[src/rtl/p_encoder_rr_if.sv]
`default_nettype none
// ============================================================================
// Module   : p_encoder_rr_if
// Purpose  : Handshake bundle for the p_encoder_rr request encoder.
//            Input side : in_valid / in_ready / in / mode
//            Output side: out_valid / out_ready / out / onehot / zero
//            master = producer of requests and consumer of results (the
//            environment); slave = the encoder itself.
// Revision : 1.0  initial release
// ============================================================================
interface p_encoder_rr_if #(
  parameter int N = 8
) ();
  localparam int IW = $clog2(N);

  logic          in_valid;
  logic          in_ready;
  logic [N-1:0]  in;
  logic          mode;
  logic          out_valid;
  logic          out_ready;
  logic [IW-1:0] out;
  logic [N-1:0]  onehot;
  logic          zero;

  modport master (
    output in_valid, in, mode, out_ready,
    input  in_ready, out_valid, out, onehot, zero
  );

  modport slave (
    input  in_valid, in, mode, out_ready,
    output in_ready, out_valid, out, onehot, zero
  );
endinterface
`default_nettype wire

[src/rtl/p_encoder_rr.sv]
`default_nettype none
// ============================================================================
// Module   : p_encoder_rr
// Purpose  : N-input priority encoder with fixed (MSB-first) or round-robin
//            priority, registered output and valid/ready handshake on both
//            sides. One cycle latency, one vector per cycle throughput.
// Ports    : clk    - system clock, rising edge
//            rst_n  - asynchronous active-low reset
//            bus    - p_encoder_rr_if.slave (request input / result output)
// Revision : 1.0  initial release
// ============================================================================
module p_encoder_rr #(
  parameter int N = 8
) (
  input  wire logic       clk,
  input  wire logic       rst_n,
  p_encoder_rr_if.slave   bus
);
  localparam int          IW        = $clog2(N);
  localparam logic [IW-1:0] c_PTR_MAX = IW'(N - 1);
  localparam logic [N-1:0]  c_ONE     = {{(N-1){1'b0}}, 1'b1};

  logic [IW-1:0] r_ptr;
  logic          r_out_valid;
  logic [IW-1:0] r_out;
  logic [N-1:0]  r_onehot;
  logic          r_zero;

  logic          w_accept;
  logic          w_consume;
  logic          w_any;
  logic [IW-1:0] w_fix_idx;
  logic [IW-1:0] w_rr_lo_idx;
  logic          w_rr_lo_any;
  logic [IW-1:0] w_grant;

  assign bus.in_ready  = !r_out_valid || bus.out_ready;
  assign w_accept      = bus.in_valid && bus.in_ready;
  assign w_consume     = r_out_valid && bus.out_ready;
  assign w_any         = |bus.in;

  // Highest set bit overall, and highest set bit at or below the pointer.
  // Round-robin order is ptr..0 then N-1..ptr+1: if anything is set in the
  // lower window it wins, otherwise the highest bit overall is necessarily
  // the first hit in the wrapped upper window.
  always_comb begin
    w_fix_idx   = '0;
    w_rr_lo_idx = '0;
    w_rr_lo_any = 1'b0;
    for (int i = 0; i < N; i++) begin
      if (bus.in[i]) begin
        w_fix_idx = IW'(i);
        if (IW'(i) <= r_ptr) begin
          w_rr_lo_idx = IW'(i);
          w_rr_lo_any = 1'b1;
        end
      end
    end
  end

  assign w_grant = (bus.mode && w_rr_lo_any) ? w_rr_lo_idx : w_fix_idx;

  always_ff @(posedge clk or negedge rst_n) begin
    if (!rst_n) begin
      r_ptr       <= c_PTR_MAX;
      r_out_valid <= 1'b0;
      r_out       <= '0;
      r_onehot    <= '0;
      r_zero      <= 1'b0;
    end else if (w_accept) begin
      r_out_valid <= 1'b1;
      r_zero      <= !w_any;
      r_out       <= w_any ? w_grant : '0;
      r_onehot    <= w_any ? (c_ONE << w_grant) : '0;
      // Granted source drops to lowest priority; wrap is explicit at N-1.
      if (bus.mode && w_any) begin
        r_ptr <= (w_grant == '0) ? c_PTR_MAX : (w_grant - IW'(1));
      end
    end else if (w_consume) begin
      r_out_valid <= 1'b0;
    end
  end

  assign bus.out_valid = r_out_valid;
  assign bus.out       = r_out;
  assign bus.onehot    = r_onehot;
  assign bus.zero      = r_zero;
endmodule
`default_nettype wire

[src/flat_wrapper.sv]
// flat-port wrapper written by rule: the top's interface ports become plain ports
module p_encoder_rr_flat 
#(
  parameter int N = 8
)
  (clk, rst_n, bus_in_valid, bus_in, bus_mode, bus_out_ready, bus_in_ready, bus_out_valid, bus_out, bus_onehot, bus_zero);
  p_encoder_rr_if #(.N(N)) bus_i ();
  input  wire logic clk;
  input  wire logic rst_n;
  input wire logic [$bits(bus_i.in_valid)-1:0] bus_in_valid;
  input wire logic [$bits(bus_i.in)-1:0] bus_in;
  input wire logic [$bits(bus_i.mode)-1:0] bus_mode;
  input wire logic [$bits(bus_i.out_ready)-1:0] bus_out_ready;
  output wire logic [$bits(bus_i.in_ready)-1:0] bus_in_ready;
  output wire logic [$bits(bus_i.out_valid)-1:0] bus_out_valid;
  output wire logic [$bits(bus_i.out)-1:0] bus_out;
  output wire logic [$bits(bus_i.onehot)-1:0] bus_onehot;
  output wire logic [$bits(bus_i.zero)-1:0] bus_zero;
  assign bus_i.in_valid = bus_in_valid;
  assign bus_i.in = bus_in;
  assign bus_i.mode = bus_mode;
  assign bus_i.out_ready = bus_out_ready;
  assign bus_in_ready = bus_i.in_ready;
  assign bus_out_valid = bus_i.out_valid;
  assign bus_out = bus_i.out;
  assign bus_onehot = bus_i.onehot;
  assign bus_zero = bus_i.zero;
  p_encoder_rr #(.N(N)) u_core (.clk(clk), .rst_n(rst_n), .bus(bus_i));
endmodule
[config.mk]
export PLATFORM = sky130hd
export DESIGN_NAME = p_encoder_rr_flat
export DESIGN_NICKNAME = d
export VERILOG_FILES = /design/src/rtl/p_encoder_rr_if.sv /design/src/rtl/p_encoder_rr.sv /design/src/flat_wrapper.sv
export SDC_FILE = /design/constraint.sdc
export NUM_CORES = 1
export LEC_CHECK = 0
export ABC_AREA = 1
export ABC_CLOCK_PERIOD_IN_PS = 2000
export BUFFER_PORTS_ARGS = -buffer_cell sky130_fd_sc_hd__buf_4
export CAP_MARGIN = 5
export CELL_PAD_IN_SITES_DETAIL_PLACEMENT = 1
export CELL_PAD_IN_SITES_GLOBAL_PLACEMENT = 1
export CORE_MARGIN = 2
export CORE_UTILIZATION = 30
export DETAILED_ROUTE_END_ITERATION = 10
export PLACE_DENSITY_LB_ADDON = 0.1
export SYNTH_ARGS = -nofsm -noshare
export SYNTH_HDL_FRONTEND = slang
export SYNTH_SLANG_ARGS = --single-unit
[constraint.sdc]
create_clock -name clk -period 2 [get_ports clk]
set_input_delay 0.2 -clock clk [delete_from_list [all_inputs] [get_ports clk]]
set_output_delay 0.2 -clock clk [all_outputs]
set_load 0.01 [all_outputs]
==> results of run 1 <==
==> logic make-up after synthesis <==
family / synth area share, %
buf+inv: 7.49
fa+ha+maj: 6.24
compound gates: 11.6
flops: 40.3
simple gates: 34.3
==> flip-flops by register name, indices dropped and copies added (netlist names) <==
signal / count
u_core.bus.onehot: 8
u_core.r_ptr: 3
u_core.bus.out: 3
u_core.bus.out_valid: 1
u_core.bus.zero: 1
==> power by group through the flow <==
stage / Clock (W) / Sequential (W) / Combinational, W
5_1_grt: 0.000242 / 0.000500 / 0.000838
3_5_place_dp: 0 / 0.000488 / 0.000611
6_report: 0.000220 / 0.000488 / 0.000755
3_3_place_gp: 0 / 0.000484 / 0.000601
2_1_floorplan: 0 / 0.000505 / 0.000334
4_1_cts: 0.000226 / 0.000483 / 0.000635
==> layout make-up <==
cell class / count / area, µm² / area share [%]
Timing Repair Buffer: 35 / 265 / 18.0
Multi-Input combinational cell: 101 / 638 / 43.3
Sequential cell: 16 / 404 / 27.4
Inverter: 19 / 73.8 / 5.01
Tap cell: 44 / 55.1 / 3.74
Clock buffer: 4 / 36.3 / 2.46
==> path summary, 6_finish.rpt <==
kind / startpoint / cells after the start / to / slack [ns]
min in group asynchronous: rst_n / 2 / u_core.bus.onehot[2] / 0.30
max: u_core.r_ptr[2] / 13 / u_core.r_ptr[2] / 0.06
max in group asynchronous: rst_n / 2 / u_core.r_ptr[2] / 1.45
min reg2reg: u_core.bus.onehot[7] / 2 / u_core.bus.onehot[7] / 0.49
max reg2reg: u_core.r_ptr[2] / 13 / u_core.r_ptr[2] / 0.06
min: bus_out_ready / 4 / u_core.bus.out_valid / 0.21
==> critical path, stage by stage (launching register included) <==
cell and delay (ns):
dfstp_2 0.63, inv_4 0.06, nand2_1 0.08, nand2_2 0.06
nand2_2 0.08, inv_2 0.04, nand3_2 0.08, nand2_4 0.09
o21a_4 0.24, ha_4 0.17, nor2_2 0.09, nand3_1 0.09
nand3_1 0.08, o21ai_1 0.07
==> metrics by stage <==
step                power [W]  TNS (ns)  utilization (%)
finish                0.00146         0             47.1
global route          0.00158    -0.473             47.1
CTS                   0.00134         0             43.1
detailed placement    0.00110   -0.0618             41.1
global placement      0.00108  -0.00186             41.1
floorplan            0.000840         0                -
==> what timing repair did <==
action | in CTS | in global routing
hold endpoints to repair | 16 | 0
gates cloned | 0 | 0
endpoints found under the setup margin | 7 | 11
hold buffers | 1 | 0
setup buffers | 0 | 3
pin swaps | 0 | 14
gates resized for setup | 5 | 30
==> cell usage after synthesis <==
master     n  area (µm²)
nor4_2     1        12.5
dfrtp_1   13         325
o21ai_0    1        5.00
nand3_2    2        20.0
nand2_1   51         191
inv_1     15        56.3
a21oi_2    1        8.76
a21oi_1    3        15.0
nand2_2    3        18.8
o21a_1     2        15.0
nor2_2     1        6.26
clkbuf_1   1        3.75
ha_1       5        62.6
o21ai_2    4        35.0
dfstp_2    3        78.8
nand3_1    8        40.0
o21ai_1    6        30.0
o21bai_1   1        7.51
nand2_4    1        11.3
inv_2      4        15.0
or2_1      1        6.26
nor2_1    10        37.5
==> metal layers <==
metal / vias up / part of all wire, % / global-route usage (%)
li1: 504 / - / -
met1: 479 / 40 / 16.7
met2: 21 / 54 / 26.9
met3: 4 / 2.6 / 1.24
met4: 0 / 2.7 / 7.29
met5: - / 0 / 0
==> impl_metrics.json, run 1 <==
{
  "critPathMaxFanout": 5,
  "gr-total-overflow": 0,
  "hpwl_mm": 2.13,
  "grt_max_degree": 17,
  "p_comb_share_pct": 51.6,
  "cts-buffers-inserted": 3,
  "drt_pass1_iterations": 3,
  "grt_pass1_wl_mm": 4.01,
  "power.density_nw_per_um2": 994,
  "startpoint_type": "flop",
  "drv_slew": 0,
  "clock_path_buffers": 2,
  "netlist_area_um2": 1000,
  "cts-root-buf": "clkbuf_4",
  "whs_ns": 0.211,
  "p_leak_nw": 0.752,
  "sw_frac_of_total_pct": 40.7,
  "yosysUniqueCellTypes": 22,
  "diodes": 0,
  "clk_pin_slew_ns": 0.10,
  "finClkSkew_ns": 0.00664,
  "critPathKind": "reg2reg",
  "vias_per_cell": 4.60,
  "initial_utilization_pct": 32.0,
  "rows": 20,
  "fin_cells": 219,
  "ant_nets": 0,
  "die_area_um2": 3820,
  "ios": 27,
  "seq_power_share_pct": 33.4,
  "end_kind": "flop",
  "layout_min_cycle_time_ns": 1.94,
  "worst-slew-pin-transition_ns": 0.329,
  "yosys_warnings": 0,
  "numPortBuffers": 26,
  "power_frac_clock_pct": 15.1,
  "fillCellCount": 397,
  "layout_common_cells": "nand2_1, buf_4, nand2_2, dfrtp_1, inv_1",
  "synth_seq_cells": 16,
  "cp.arrival_ns": 2.16,
  "dpl.cell_count": 211,
  "synth_nets": 155,
  "maxSlewHeadroom_pct": 78.1,
  "p_int_w": 0.000868,
  "worstPathRequired_ns": 2.22,
  "cts_tree": "done",
  "rsz0062_at_grt": "yes",
  "cts_max_level": 1,
  "fin_area_um2": 1470,
  "ir_worst_vdd_mv": 0.276,
  "setup_viol": 0,
  "grt_pass1_vias": 937,
  "max_freq_mhz": 515,
  "dp_slack_ns": -0.0507,
  "ys_seq_area_share_pct": 40.3,
  "drt_iter0_markers": 16,
  "cts_sinks": 16,
  "p_switching_w": 0.000595,
  "min_path_type": "in2reg",
  "die_w_um": 61.8,
  "drc_errors": 0,
  "fp.dieH_um": 61.8,
  "avgRoutedWirePerCell_um": 12.9,
  "nets": 194,
  "grt_antenna_before_repair": 0,
  "setup_slack_ns": 0.0586,
  "grt_util_all_layers_pct": 14.6,
  "finalWirelength_mm": 2.82,
  "clkLatencyLatePin_ns": 0.29,
  "hold_viol_final": 0,
  "areaGrowthSynthToFinish_pct": 46.9,
  "max-cap-violations": 0,
  "layout-drive-gt1-share_pct": 48.6,
  "place_congestion": 0.852,
  "place_area_um2": 1290,
  "syn_inst": 137,
  "syn_area_per_cell_um2": 7.32,
  "design.core.area_um2": 3130,
  "finalCritPeriodShare_pct": 97.1,
  "status": "complete, no violations",
  "layout_commonest_cell": "nand2_1",
  "vias": 1008
}
(Power assumes the default switching activity.)
==> inputs of run 2 (changes only) <==
Settings changed: ABC_AREA 1 to 0, CORE_ASPECT_RATIO set to 1.1.
==> run 2 against run 1 <==
The run now ends with negative setup slack left. Largest cell class unchanged. Fmax fell by 14%. Combinational power rose by 3.7%. Critical path depth fell by 5. Clock power fell by 16%. Setup slack got worse by 0.32 ns. Synthesized cell count fell by 23%. First-iteration DRC count rose to 3.6 times the previous value. Via count fell by 0.20%. Non-clock buffer count rose by 16. Sequential cell count did not move. Count of clock-buffer cells in the layout did not move.
==> impl_metrics.json, run 2 <==
{
  "status": "finished, violations left",
  "violations": "negative setup slack",
  "fin_area_um2": 1510,
  "largest_reg_flops": 8,
  "fin_util_pct": 45.6,
  "syn_area_per_cell_um2": 9.72,
  "min_path_type": "in2reg",
  "r2r_end": "u_core.r_ptr[2]",
  "layout_common_cells": "buf_4, dfrtp_1, nand2_1",
  "finalWirelength_mm": 2.93,
  "nets": 174,
  "yosys_warnings": 0,
  "critPathMaxFanout": 6,
  "dpl.cell_count": 183,
  "synthAdderAreaFrac_pct": 6.13,
  "diodes": 0,
  "worstPathRequired_ns": 2.23,
  "grt_util_all_layers_pct": 16.0,
  "startpoint_type": "flop",
  "drt_iter0_markers": 58,
  "end_kind": "flop",
  "areaGrowthSynthToFinish_pct": 47.4,
  "synth_top_family_by_area": "compound AO/OA/AOI/OAI gates",
  "clock_path_buffers": 2,
  "grt_antenna_before_repair": 0,
  "finalCritPeriodShare_pct": 113,
  "synth_nets": 123,
  "finClkSkew_ns": 0.00325,
  "die_area_um2": 3890,
  "syn_inst": 105,
  "layout_min_cycle_time_ns": 2.26,
  "rr_startpoint": "u_core.r_ptr[1]",
  "initial_utilization_pct": 30.9,
  "hold_depth": 3,
  "synth_compound_area_share_pct": 29.5,
  "drv_slew": 0,
  "place_congestion": 0.827,
  "cts_tree": "done",
  "rows": 22,
  "cts_sinks": 16,
  "drc_errors": 0,
  "hpwl_mm": 2.35,
  "grt_pass1_wl_mm": 4.76,
  "gr-total-overflow": 0,
  "synth_xor_xnor_area_share_pct": 0,
  "ir_worst_vdd_mv": 0.379,
  "cts-buffers-inserted": 3,
  "whs_endpoint": "u_core.bus.out_valid",
  "hold_viol_final": 0,
  "design.core.area_um2": 3300,
  "worst-slew-pin-transition_ns": 0.963,
  "synth_flop_cell": "dfrtp_1",
  "max_freq_mhz": 443,
  "layout_commonest_cell": "buf_4",
  "setup_slack_ns": -0.258,
  "power.density_nw_per_um2": 988,
  "fin_cells": 191,
  "grt_max_degree": 17,
  "p_total_w": 0.00149,
  "synth-async-reset-ratio_pct": 100,
  "yosysUniqueCellTypes": 37,
  "cts-root-buf": "clkbuf_4",
  "critPathKind": "reg2reg",
  "clkLatencyLatePin_ns": 0.29,
  "synth_edf_count": 0,
  "max-cap-violations": 0,
  "yosys-top-cells-count": "dfrtp_1, nand2_1, nor2_1, a21oi_1, inv_1",
  "p_leak_nw": 0.702,
  "netlist_area_um2": 1020,
  "clk_pin_slew_ns": 0.10,
  "rsz0062_at_grt": "yes",
  "vias": 1006,
  "maxSlewHeadroom_pct": 35.4,
  "reg2reg_depth": 8,
  "ys_seq_area_share_pct": 39.6,
  "synthMuxAreaShare_pct": 0.980,
  "ios": 27,
  "setup_viol": 10,
  "ant_nets": 0,
  "yosys-top-cells-area": "dfrtp_1, dfstp_2, ha_1",
  "layout-drive-gt1-share_pct": 47.1,
  "whs_ns": 0.114,
  "place_area_um2": 1420,
  "fp.dieH_um": 65.2,
  "holdCritStartpoint": "bus_in_valid",
  "synth_top_area_share_pct": 31.9,
  "r2r_slack_ns": -0.26,
  "grt_pass1_vias": 1027,
  "yosys.area_share.simple_pct": 17.6,
  "cts_max_level": 1,
  "yosysTopAreaCell": "dfrtp_1",
  "synth_seq_cells": 16,
  "drt_pass1_iterations": 4,
  "avgRoutedWirePerCell_um": 15.3,
  "vias_per_cell": 5.27,
  "die_w_um": 59.6,
  "cp.arrival_ns": 2.49,
  "numPortBuffers": 26
}
==> run 2: changes by cell type after synthesis, sizes merged, moves of 4 or more <==
cell and delta:
a22o +6, buf +4, inv -12, nand2 -42, nand3 -8, o21ai -6
==> run 2: kinds of logic (layout without fill, tap and decap cells) <==
logic type	count (synthesis)	in the layout
compound gates	37	37
fa+ha+maj	5	5
buf+inv	12	62
flops	16	16
mux	1	1
simple gates	34	34
==> run 2: cell type report <==
| cell class | count | area (µm²) |
|---|---|---|
| Sequential cell | 16 | 404 |
| Timing Repair Buffer | 51 | 397 |
| Inverter | 7 | 26.3 |
| Clock buffer | 4 | 26.3 |
| Multi-Input combinational cell | 77 | 607 |
| Fill cell | 389 | 1800 |
| Tap cell | 36 | 45.0 |
==> run 2: worst max-delay path by stage <==
stage,endpoint,slack [ns],start
after detailed placement,u_core.r_ptr[2],-0.30,u_core.r_ptr[1]
after floorplan,u_core.r_ptr[2],-0.24,u_core.r_ptr[0]
final,u_core.r_ptr[2],-0.26,u_core.r_ptr[1]
after CTS,u_core.r_ptr[2],-0.26,u_core.r_ptr[0]
after global routing,u_core.r_ptr[2],-0.37,u_core.r_ptr[1]
after global placement,u_core.r_ptr[2],-0.23,u_core.r_ptr[1]
==> run 2: critical path: stages, from the launching register on <==
cell and delay (ns):
dfstp_2 0.43, o21a_1 0.20, o21a_1 0.20, o31ai_4 0.29, mux2i_2 0.29, inv_2 0.09, ha_2 0.20, o311a_1 0.33
a22o_1 0.18
==> run 2: through the flow <==
stage / TNS (ns) / setup slack (ns)
CTS: -1.63 / -0.261
detailed placement: -1.46 / -0.303
global route: -2.54 / -0.370
floorplan: -0.286 / -0.235
global placement: -1.15 / -0.229
finish: -1.30 / -0.258
==> run 2: timing repair <==
item	CTS	global route
pin swaps	4	2
hold buffers	1	0
resized for setup	7	4
endpoints found under the setup margin	11	11
endpoints found under the hold margin	16	0
buffers inserted	4	0
==> run 2: power breakdown <==
group,switching [W],internal [W],leakage [nW]
combinational,0.000360,0.000422,0.489
clock,0.000107,0.0000777,0.0150
sequential,0.0000993,0.000421,0.198
total,0.000566,0.000921,0.702
==> run 2: routing by layer <==
layer	track usage (%)	up-vias	share of wire, %
li1	-	483	-
met1	20.2	502	44
met2	28.4	17	52
met3	2.36	4	3.1
met4	3.33	0	0.96
met5	0	-	0
